### config.mk
export PLATFORM = sky130hd
export DESIGN_NAME = npc_gen
export DESIGN_NICKNAME = d
export VERILOG_FILES = /design/src/rtl/npc_gen_pkg.sv /design/src/rtl/npc_gen_bht.sv /design/src/rtl/npc_gen.sv
export SDC_FILE = /design/constraint.sdc
export NUM_CORES = 2
export LEC_CHECK = 0
export CAP_MARGIN = 10
export CORE_ASPECT_RATIO = 1.1
export CORE_MARGIN = 3
export CORE_UTILIZATION = 47
export DETAILED_ROUTE_END_ITERATION = 12
export RECOVER_POWER = 100
export SLEW_MARGIN = 20
export SYNTH_ARGS = -nofsm -noshare
export SYNTH_HDL_FRONTEND = slang
export SYNTH_HIERARCHICAL = 1
export SYNTH_SLANG_ARGS = --single-unit
export TNS_END_PERCENT = 50
### constraint.sdc
create_clock -name clk -period 6.3 [get_ports clk]
set_input_delay 0.63 -clock clk [delete_from_list [all_inputs] [get_ports clk]]
set_output_delay 0.63 -clock clk [all_outputs]
set_load 0.01 [all_outputs]
### src/rtl/npc_gen_pkg.sv
// ---------------------------------------------------------------------------
// npc_gen_pkg
//   Shared CPU definitions used by the next-PC generator and its predictor
//   table: the default reset PC, the 2-bit branch counter encodings, the
//   redirect state enum and the saturating counter update helper.
// ---------------------------------------------------------------------------
package npc_gen_pkg;

   localparam logic [31:0] CPU_RESET_PC = 32'h0000_0000;

   // 2-bit saturating direction counter; bit 1 is the predicted direction.
   typedef enum logic [1:0] {
      CTR_SNT = 2'b00,
      CTR_WNT = 2'b01,
      CTR_WT  = 2'b10,
      CTR_ST  = 2'b11
   } ctr_e;

   typedef enum logic {
      ST_IDLE    = 1'b0,
      ST_PENDING = 1'b1
   } redir_state_e;

   // Move the counter one step toward the resolved direction, clamped at
   // the strong states.
   function automatic ctr_e ctr_update(input ctr_e cur, input logic taken);
      ctr_e nxt;
      nxt = cur;
      if (taken) begin
         if (cur != CTR_ST) nxt = ctr_e'(cur + 2'b01);
      end else begin
         if (cur != CTR_SNT) nxt = ctr_e'(cur - 2'b01);
      end
      return nxt;
   endfunction

endpackage

### src/rtl/npc_gen_bht.sv
// ---------------------------------------------------------------------------
// bht_table
//   Direct-mapped branch history / target table with 2^IDX_W entries.
//   Each entry holds valid, tag, target and a 2-bit saturating counter.
//
//   Ports
//     clk, rstn        clock, asynchronous active-low reset
//     rd_pc            lookup PC (combinational read port)
//     rd_taken         lookup hit and counter predicts taken
//     rd_target        stored target of the indexed entry
//     wr_en            a branch/jal resolved this cycle
//     wr_pc            PC of the resolved instruction
//     wr_taken         resolved direction
//     wr_target        resolved taken target
//
//   Writes land on the rising edge, so a same-cycle lookup of the entry
//   being written still returns the old contents.
// ---------------------------------------------------------------------------
module bht_table
   import npc_gen_pkg::*;
#(
   parameter int IDX_W = 4
) (
   input  logic        clk,
   input  logic        rstn,
   input  logic [31:0] rd_pc,
   output logic        rd_taken,
   output logic [31:0] rd_target,
   input  logic        wr_en,
   input  logic [31:0] wr_pc,
   input  logic        wr_taken,
   input  logic [31:0] wr_target
);

   localparam int N_ENT = 1 << IDX_W;
   localparam int TAG_W = 32 - IDX_W - 2;

   logic             valid_q  [N_ENT];
   logic [TAG_W-1:0] tag_q    [N_ENT];
   logic [31:0]      target_q [N_ENT];
   ctr_e             ctr_q    [N_ENT];

   logic [IDX_W-1:0] rd_idx;
   logic [TAG_W-1:0] rd_tag;
   logic             rd_hit;

   logic [IDX_W-1:0] wr_idx;
   logic [TAG_W-1:0] wr_tag;
   logic             wr_hit;
   logic             wr_do;
   logic [31:0]      new_target;
   ctr_e             new_ctr;

   // Lookup port
   always_comb begin
      rd_idx    = rd_pc[IDX_W+1:2];
      rd_tag    = rd_pc[31:IDX_W+2];
      rd_hit    = valid_q[rd_idx] && (tag_q[rd_idx] == rd_tag);
      rd_taken  = rd_hit && ctr_q[rd_idx][1];
      rd_target = target_q[rd_idx];
   end

   // Update policy: train on a hit, allocate only on a taken miss.
   always_comb begin
      wr_idx     = wr_pc[IDX_W+1:2];
      wr_tag     = wr_pc[31:IDX_W+2];
      wr_hit     = valid_q[wr_idx] && (tag_q[wr_idx] == wr_tag);
      wr_do      = 1'b0;
      new_target = target_q[wr_idx];
      new_ctr    = ctr_q[wr_idx];
      if (wr_en) begin
         if (wr_hit) begin
            wr_do   = 1'b1;
            new_ctr = ctr_update(ctr_q[wr_idx], wr_taken);
            if (wr_taken) new_target = wr_target;
         end else if (wr_taken) begin
            wr_do      = 1'b1;
            new_target = wr_target;
            new_ctr    = CTR_WT;
         end
      end
   end

   // NOTE: the whole array is reset because valid and counter values must
   //       be known immediately after reset; tag/target are cleared too so
   //       no X ever reaches pred_target.
   always_ff @(posedge clk or negedge rstn) begin
      if (!rstn) begin
         for (int i = 0; i < N_ENT; i++) begin
            valid_q[i]  <= 1'b0;
            tag_q[i]    <= '0;
            target_q[i] <= '0;
            ctr_q[i]    <= CTR_WNT;
         end
      end else if (wr_do) begin
         valid_q[wr_idx]  <= 1'b1;
         tag_q[wr_idx]    <= wr_tag;
         target_q[wr_idx] <= new_target;
         ctr_q[wr_idx]    <= new_ctr;
      end
   end

endmodule

### src/rtl/npc_gen.sv
// ---------------------------------------------------------------------------
// npc_gen
//   Next-PC generator: branch prediction for the fetch PC, misprediction
//   detection for branches resolved in EX, and a redirect that survives
//   fetch stalls.
//
//   Ports
//     clk, rstn            clock, asynchronous active-low reset
//     pc                   current fetch PC
//     en                   PC register enable (0 = stall)
//     ex_valid             branch/jal resolved in EX this cycle
//     ex_pc                PC of the resolved instruction
//     ex_taken/ex_target   actual direction and taken target
//     ex_pred_taken/_target prediction carried with that instruction
//     ori_npc              next PC to the PC register
//     pred_taken/_target   prediction for the current pc
//     flush                squash IF/ID and ID/EX
//     mispredict_cnt       saturating mispredict count
// ---------------------------------------------------------------------------
module npc_gen
   import npc_gen_pkg::*;
#(
   parameter int          BHT_IDX_W = 4,
   parameter logic [31:0] RESET_PC  = CPU_RESET_PC
) (
   input  logic        clk,
   input  logic        rstn,
   input  logic [31:0] pc,
   input  logic        en,
   input  logic        ex_valid,
   input  logic [31:0] ex_pc,
   input  logic        ex_taken,
   input  logic [31:0] ex_target,
   input  logic        ex_pred_taken,
   input  logic [31:0] ex_pred_target,
   output logic [31:0] ori_npc,
   output logic        pred_taken,
   output logic [31:0] pred_target,
   output logic        flush,
   output logic [31:0] mispredict_cnt
);

   redir_state_e state_q, state_d;
   logic [31:0]  redir_pc_q, redir_pc_d;
   logic [31:0]  cnt_q, cnt_d;

   logic         lk_taken;
   logic [31:0]  lk_target;
   logic [31:0]  lk_pred_target;
   logic         mispredict;
   logic [31:0]  correct_pc;

   bht_table #(
      .IDX_W (BHT_IDX_W)
   ) u_bht (
      .clk       (clk),
      .rstn      (rstn),
      .rd_pc     (pc),
      .rd_taken  (lk_taken),
      .rd_target (lk_target),
      .wr_en     (ex_valid),
      .wr_pc     (ex_pc),
      .wr_taken  (ex_taken),
      .wr_target (ex_target)
   );

   always_comb begin
      lk_pred_target = lk_taken ? lk_target : pc + 32'd4;
      // A taken branch with the right direction but wrong target is still
      // a mispredict; a not-taken one never cares about the target.
      mispredict = ex_valid &&
                   ((ex_taken != ex_pred_taken) ||
                    (ex_taken && (ex_target != ex_pred_target)));
      correct_pc = ex_taken ? ex_target : ex_pc + 32'd4;
   end

   // Redirect control and mispredict counter next state.
   always_comb begin
      state_d    = state_q;
      redir_pc_d = redir_pc_q;
      cnt_d      = cnt_q;
      if (mispredict && !en) begin
         // Fetch is stalled: hold the correct PC until the PC register moves.
         state_d    = ST_PENDING;
         redir_pc_d = correct_pc;
      end else if (en) begin
         state_d = ST_IDLE;
      end
      if (mispredict && (cnt_q != 32'hFFFF_FFFF)) cnt_d = cnt_q + 32'd1;
   end

   // Outputs: same-cycle mispredict beats a pending redirect beats the
   // prediction. Reset forces the documented idle values.
   always_comb begin
      ori_npc        = lk_pred_target;
      pred_taken     = lk_taken;
      pred_target    = lk_pred_target;
      flush          = mispredict;
      mispredict_cnt = cnt_q;
      if (!rstn) begin
         ori_npc     = RESET_PC;
         pred_taken  = 1'b0;
         pred_target = RESET_PC;
         flush       = 1'b0;
      end else if (mispredict) begin
         ori_npc = correct_pc;
      end else if (state_q == ST_PENDING) begin
         ori_npc = redir_pc_q;
      end
   end

   // NOTE: sequential state uses non-blocking assignments only, so every
   //       flop samples the pre-edge values computed above.
   always_ff @(posedge clk or negedge rstn) begin
      if (!rstn) begin
         state_q    <= ST_IDLE;
         redir_pc_q <= '0;
         cnt_q      <= '0;
      end else begin
         state_q    <= state_d;
         redir_pc_q <= redir_pc_d;
         cnt_q      <= cnt_d;
      end
   end

endmodule

==> metrics.md <==
| Metric | Value |
|---|---|
| Run status | complete, but fails checks |
| Failing checks | max-capacitance violations, max-slew violations |
| Met2 wire len | ~94,000 um |
| Hold Path Class | primary input to async pin |
| Power, Total | 19,500 uW |
| Largest net degree at the start of global routing | 137 |
| Cell variety after synth | 86 |
| Fillers | 11,200 |
| Cell taking the most area after synthesis | dfrtp_1 |
| DR iter-0 viols | around 3,600 |
| Mean Syn Cell Area | 14.6 um^2 |
| Drt pass-1 iters | 5 |
| RD Place Congestion | around 0.92 |
| Final hold violations | 0 |
| Maxcap violations | 16 |
| Die area | 134,000 um^2 |
| Boundary pin count | 232 |
| Vias | 39,700 |
| Core area | approximately 130,000 um^2 |
| Die W | roughly 350 um |
| Port-buffer cells | 231 |
| Non-Filler Instances | between 6,000 and 7,000 |
| Synth Warn # | 6 |
| Drc violations | 0 |
| Layout cells sized above 1 | a little under a third |
| DR WL/cell | 33.4 um |
| Routed Antenna Nets | 0 |
| Sequential element share of the synthesized area | between 40 and 50% |
| DP HPWL | 127,000 um |
| Ys flop type | dfrtp_1 |
| Highest metal used | met5 |
| Number of flops mapped to enable cells by yosys | 0 |
| Final min period | approximately 6 ns |
| GR Overflow Total | 0 |
| Final setup fails | 0 |
| Final core utilization | 51.8% |
| M1 wire length | approximately 85,000 um |
| Starting Density | 47.4% |
| Layout area overhead | 9.21% |
| Clock Tree Root | clkbuf_16 |
| Post-CTS Setup Bufs | 0 |
| Required @ worst endpoint | 5.67 ns |
| Net Count, Synth | 4,320 |
| Startpoint class of the critical path | primary input |
| DRT Wirelength | slightly above 200,000 um |
| Main area contributors after synthesis | dfrtp_1, mux4_2, mux2_4 |
| Area of the multi-input gates | between 30,000 and 40,000 um^2 |
| CTS buffer count | 116 |
| Pwr Density | between 200 and 300 nW/um^2 |
| Drt via density | 6.54 |
| CP Max Fanout | 44 |
| Max Freq | 165 MHz |
| Routed length on met3 | ~15,000 um |
| Arr. time, crit path | 5.41 ns |
| GRT Resource Usage Total | a little under a third |
| Synth cell count leaders | dfrtp_1, mux4_2, mux2_4 |
| Mapped cell area | a little over 60,000 um^2 |
| Placed insts | around 6,000 |
| Clock Skews | 0.0362 ns |
| Worst slew pin tran | between 3 and 4 ns |
| Most common cell in the synthesized netlist | dfrtp_1 |
| Core Rows | between 100 and 150 |
| CTS Sinks | 1,041 |
| CP endpoint kind | output port |
| Yosys reg bits | ~1,000 |
| Initial antenna violation count | 11 |
| Vias in the first global route | between 40,000 and 50,000 |
| Die Span Y | ~380 um |
| Clock Path Buffers | 3 |
| Gate Count Post-Synth | about 4,200 |
| Max Slew Vio Count | 970 |
| Fin nets | ~4,400 |
| Final worst-path cycle share | 95.9% |
| Leakage power total | 0.0297 uW |
| First-pass GRT wire length | roughly 300,000 um |
| CTS H-tree depth | 3 |
| Ys async rst share | 100% |
| Maximum VDD drop | about 0.00023 V |
| Max transition margin | -143% |
| Share of the synthesized area in the top cell type | 42.0% |
| Setup CP Type | primary input to output port |
| Register area | about 26,000 um^2 |
| CTS tree | done |
| RSZ-0062 raised after global routing | no |
| Clk Latency, worst-skew pair | between 0.7 and 0.8 ns |
| Reg clk slew, reported paths | ~0.060 ns |
## logic make-up after synthesis
logic type,synth area share (%)
flops,42.7
simple gates,5.13
compound gates,3.64
mux,42.3
fa+ha+maj,0.0779
xor+xnor,2.38
buf+inv,3.78
## routing by layer
metal	global-route usage [%]	up-vias
li1	-	16200
met1	42.3	21400
met2	46.8	1692
met3	5.71	412
met4	13.1	2
met5	0	-
## worst paths after layout
| check | to | slack (ns) | start | depth (start not counted) |
|---|---|---|---|---|
| setup reg to reg | u_bht/target_q[420]$_DFFE_PN0P_ | 1.43 | u_bht/tag_q[192]$_DFFE_PN0P_ | 11 |
| hold / removal | u_bht/tag_q[206]$_DFFE_PN0P_ | 0.39 | rstn | 2 |
| hold reg to reg | mispredict_cnt[10]$_DFFE_PN0P_ | 0.48 | mispredict_cnt[10]$_DFFE_PN0P_ | 1 |
| setup / recovery | ori_npc[8] | 0.26 | pc[2] | 15 |
| max in group asynchronous | u_bht/tag_q[286]$_DFFE_PN0P_ | 0.87 | rstn | 5 |
| min in group clk | state_q$_DFFE_PN0P_ | 0.48 | en | 2 |
## stage by stage
step                      instance area, um^2  TNS, ns  setup slack (ns)  hold WS [ns]
after detailed placement                65000    -3.52            -0.270         0.475
after floorplan                         61100        0             0.871         0.334
final                                   66700        0             0.257         0.390
after CTS                               69000        0             0.114         0.358
after global routing                    66700        0            0.0397         0.395
after global placement                  65000    -2.78            -0.235         0.471
## layout by cell type (no fill, tap or decap), drive strengths merged, types with 91 or more instances in the layout
cell | netlist | final
dfrtp | 1025 | 1025
mux2 | 960 | 960
mux4 | 519 | 519
nand2 | 253 | 253
clkbuf | 168 | 207
mux2i | 139 | 139
clkdlybuf4s50 | 0 | 131
buf | 222 | 118
xor2 | 111 | 111
dlygate4sd3 | 0 | 91
## cell type report
type,count,area share (%)
diodes,8,0.0300
clock buffers,169,5.12
clock inverters,47,0.978
inverters,39,0.220
multi-input cells,2713,46.1
flip-flops and latches,1041,39.1
well taps,1680,3.15
repair buffers,378,5.28
## flip-flops by register name, summed over array words and instances (netlist names)
name,cells
mispredict_cnt,32
redir_pc_q,32
state_q,1
u_bht/ctr_q,32
u_bht/tag_q,416
u_bht/target_q,512
u_bht/valid_q,16
## where the power goes
part           switching [uW]  leakage (uW)  total [uW]  internal, uW
Sequential                804        0.0136        8490          7680
Clock                    2960       0.00201        7250          4290
Combinational            1800        0.0141        3810          2000
Total                    5570        0.0297       19500         14000
## critical path, stage by stage
cell and delay [ns]:
buf_8 0.36, buf_12 0.29, mux4_2 0.53, mux4_2 0.48, xor2_1 0.19, nor4_1 0.46
nand4_1 0.27, nor4_2 0.27, buf_4 0.25, buf_4 0.26, nand2_1 0.08, o21ai_0 0.11
mux2i_1 0.11, a211oi_1 0.46, clkdlybuf4s50_1 0.62
## what timing repair did
action                                 4_1_cts  5_1_grt
endpoints found under the hold margin       21        0
hold buffers                                 1        0
gates resized for setup                      1        1
setup endpoints to repair                   32        2
Note: power is estimated with default switching activity, not from simulation.
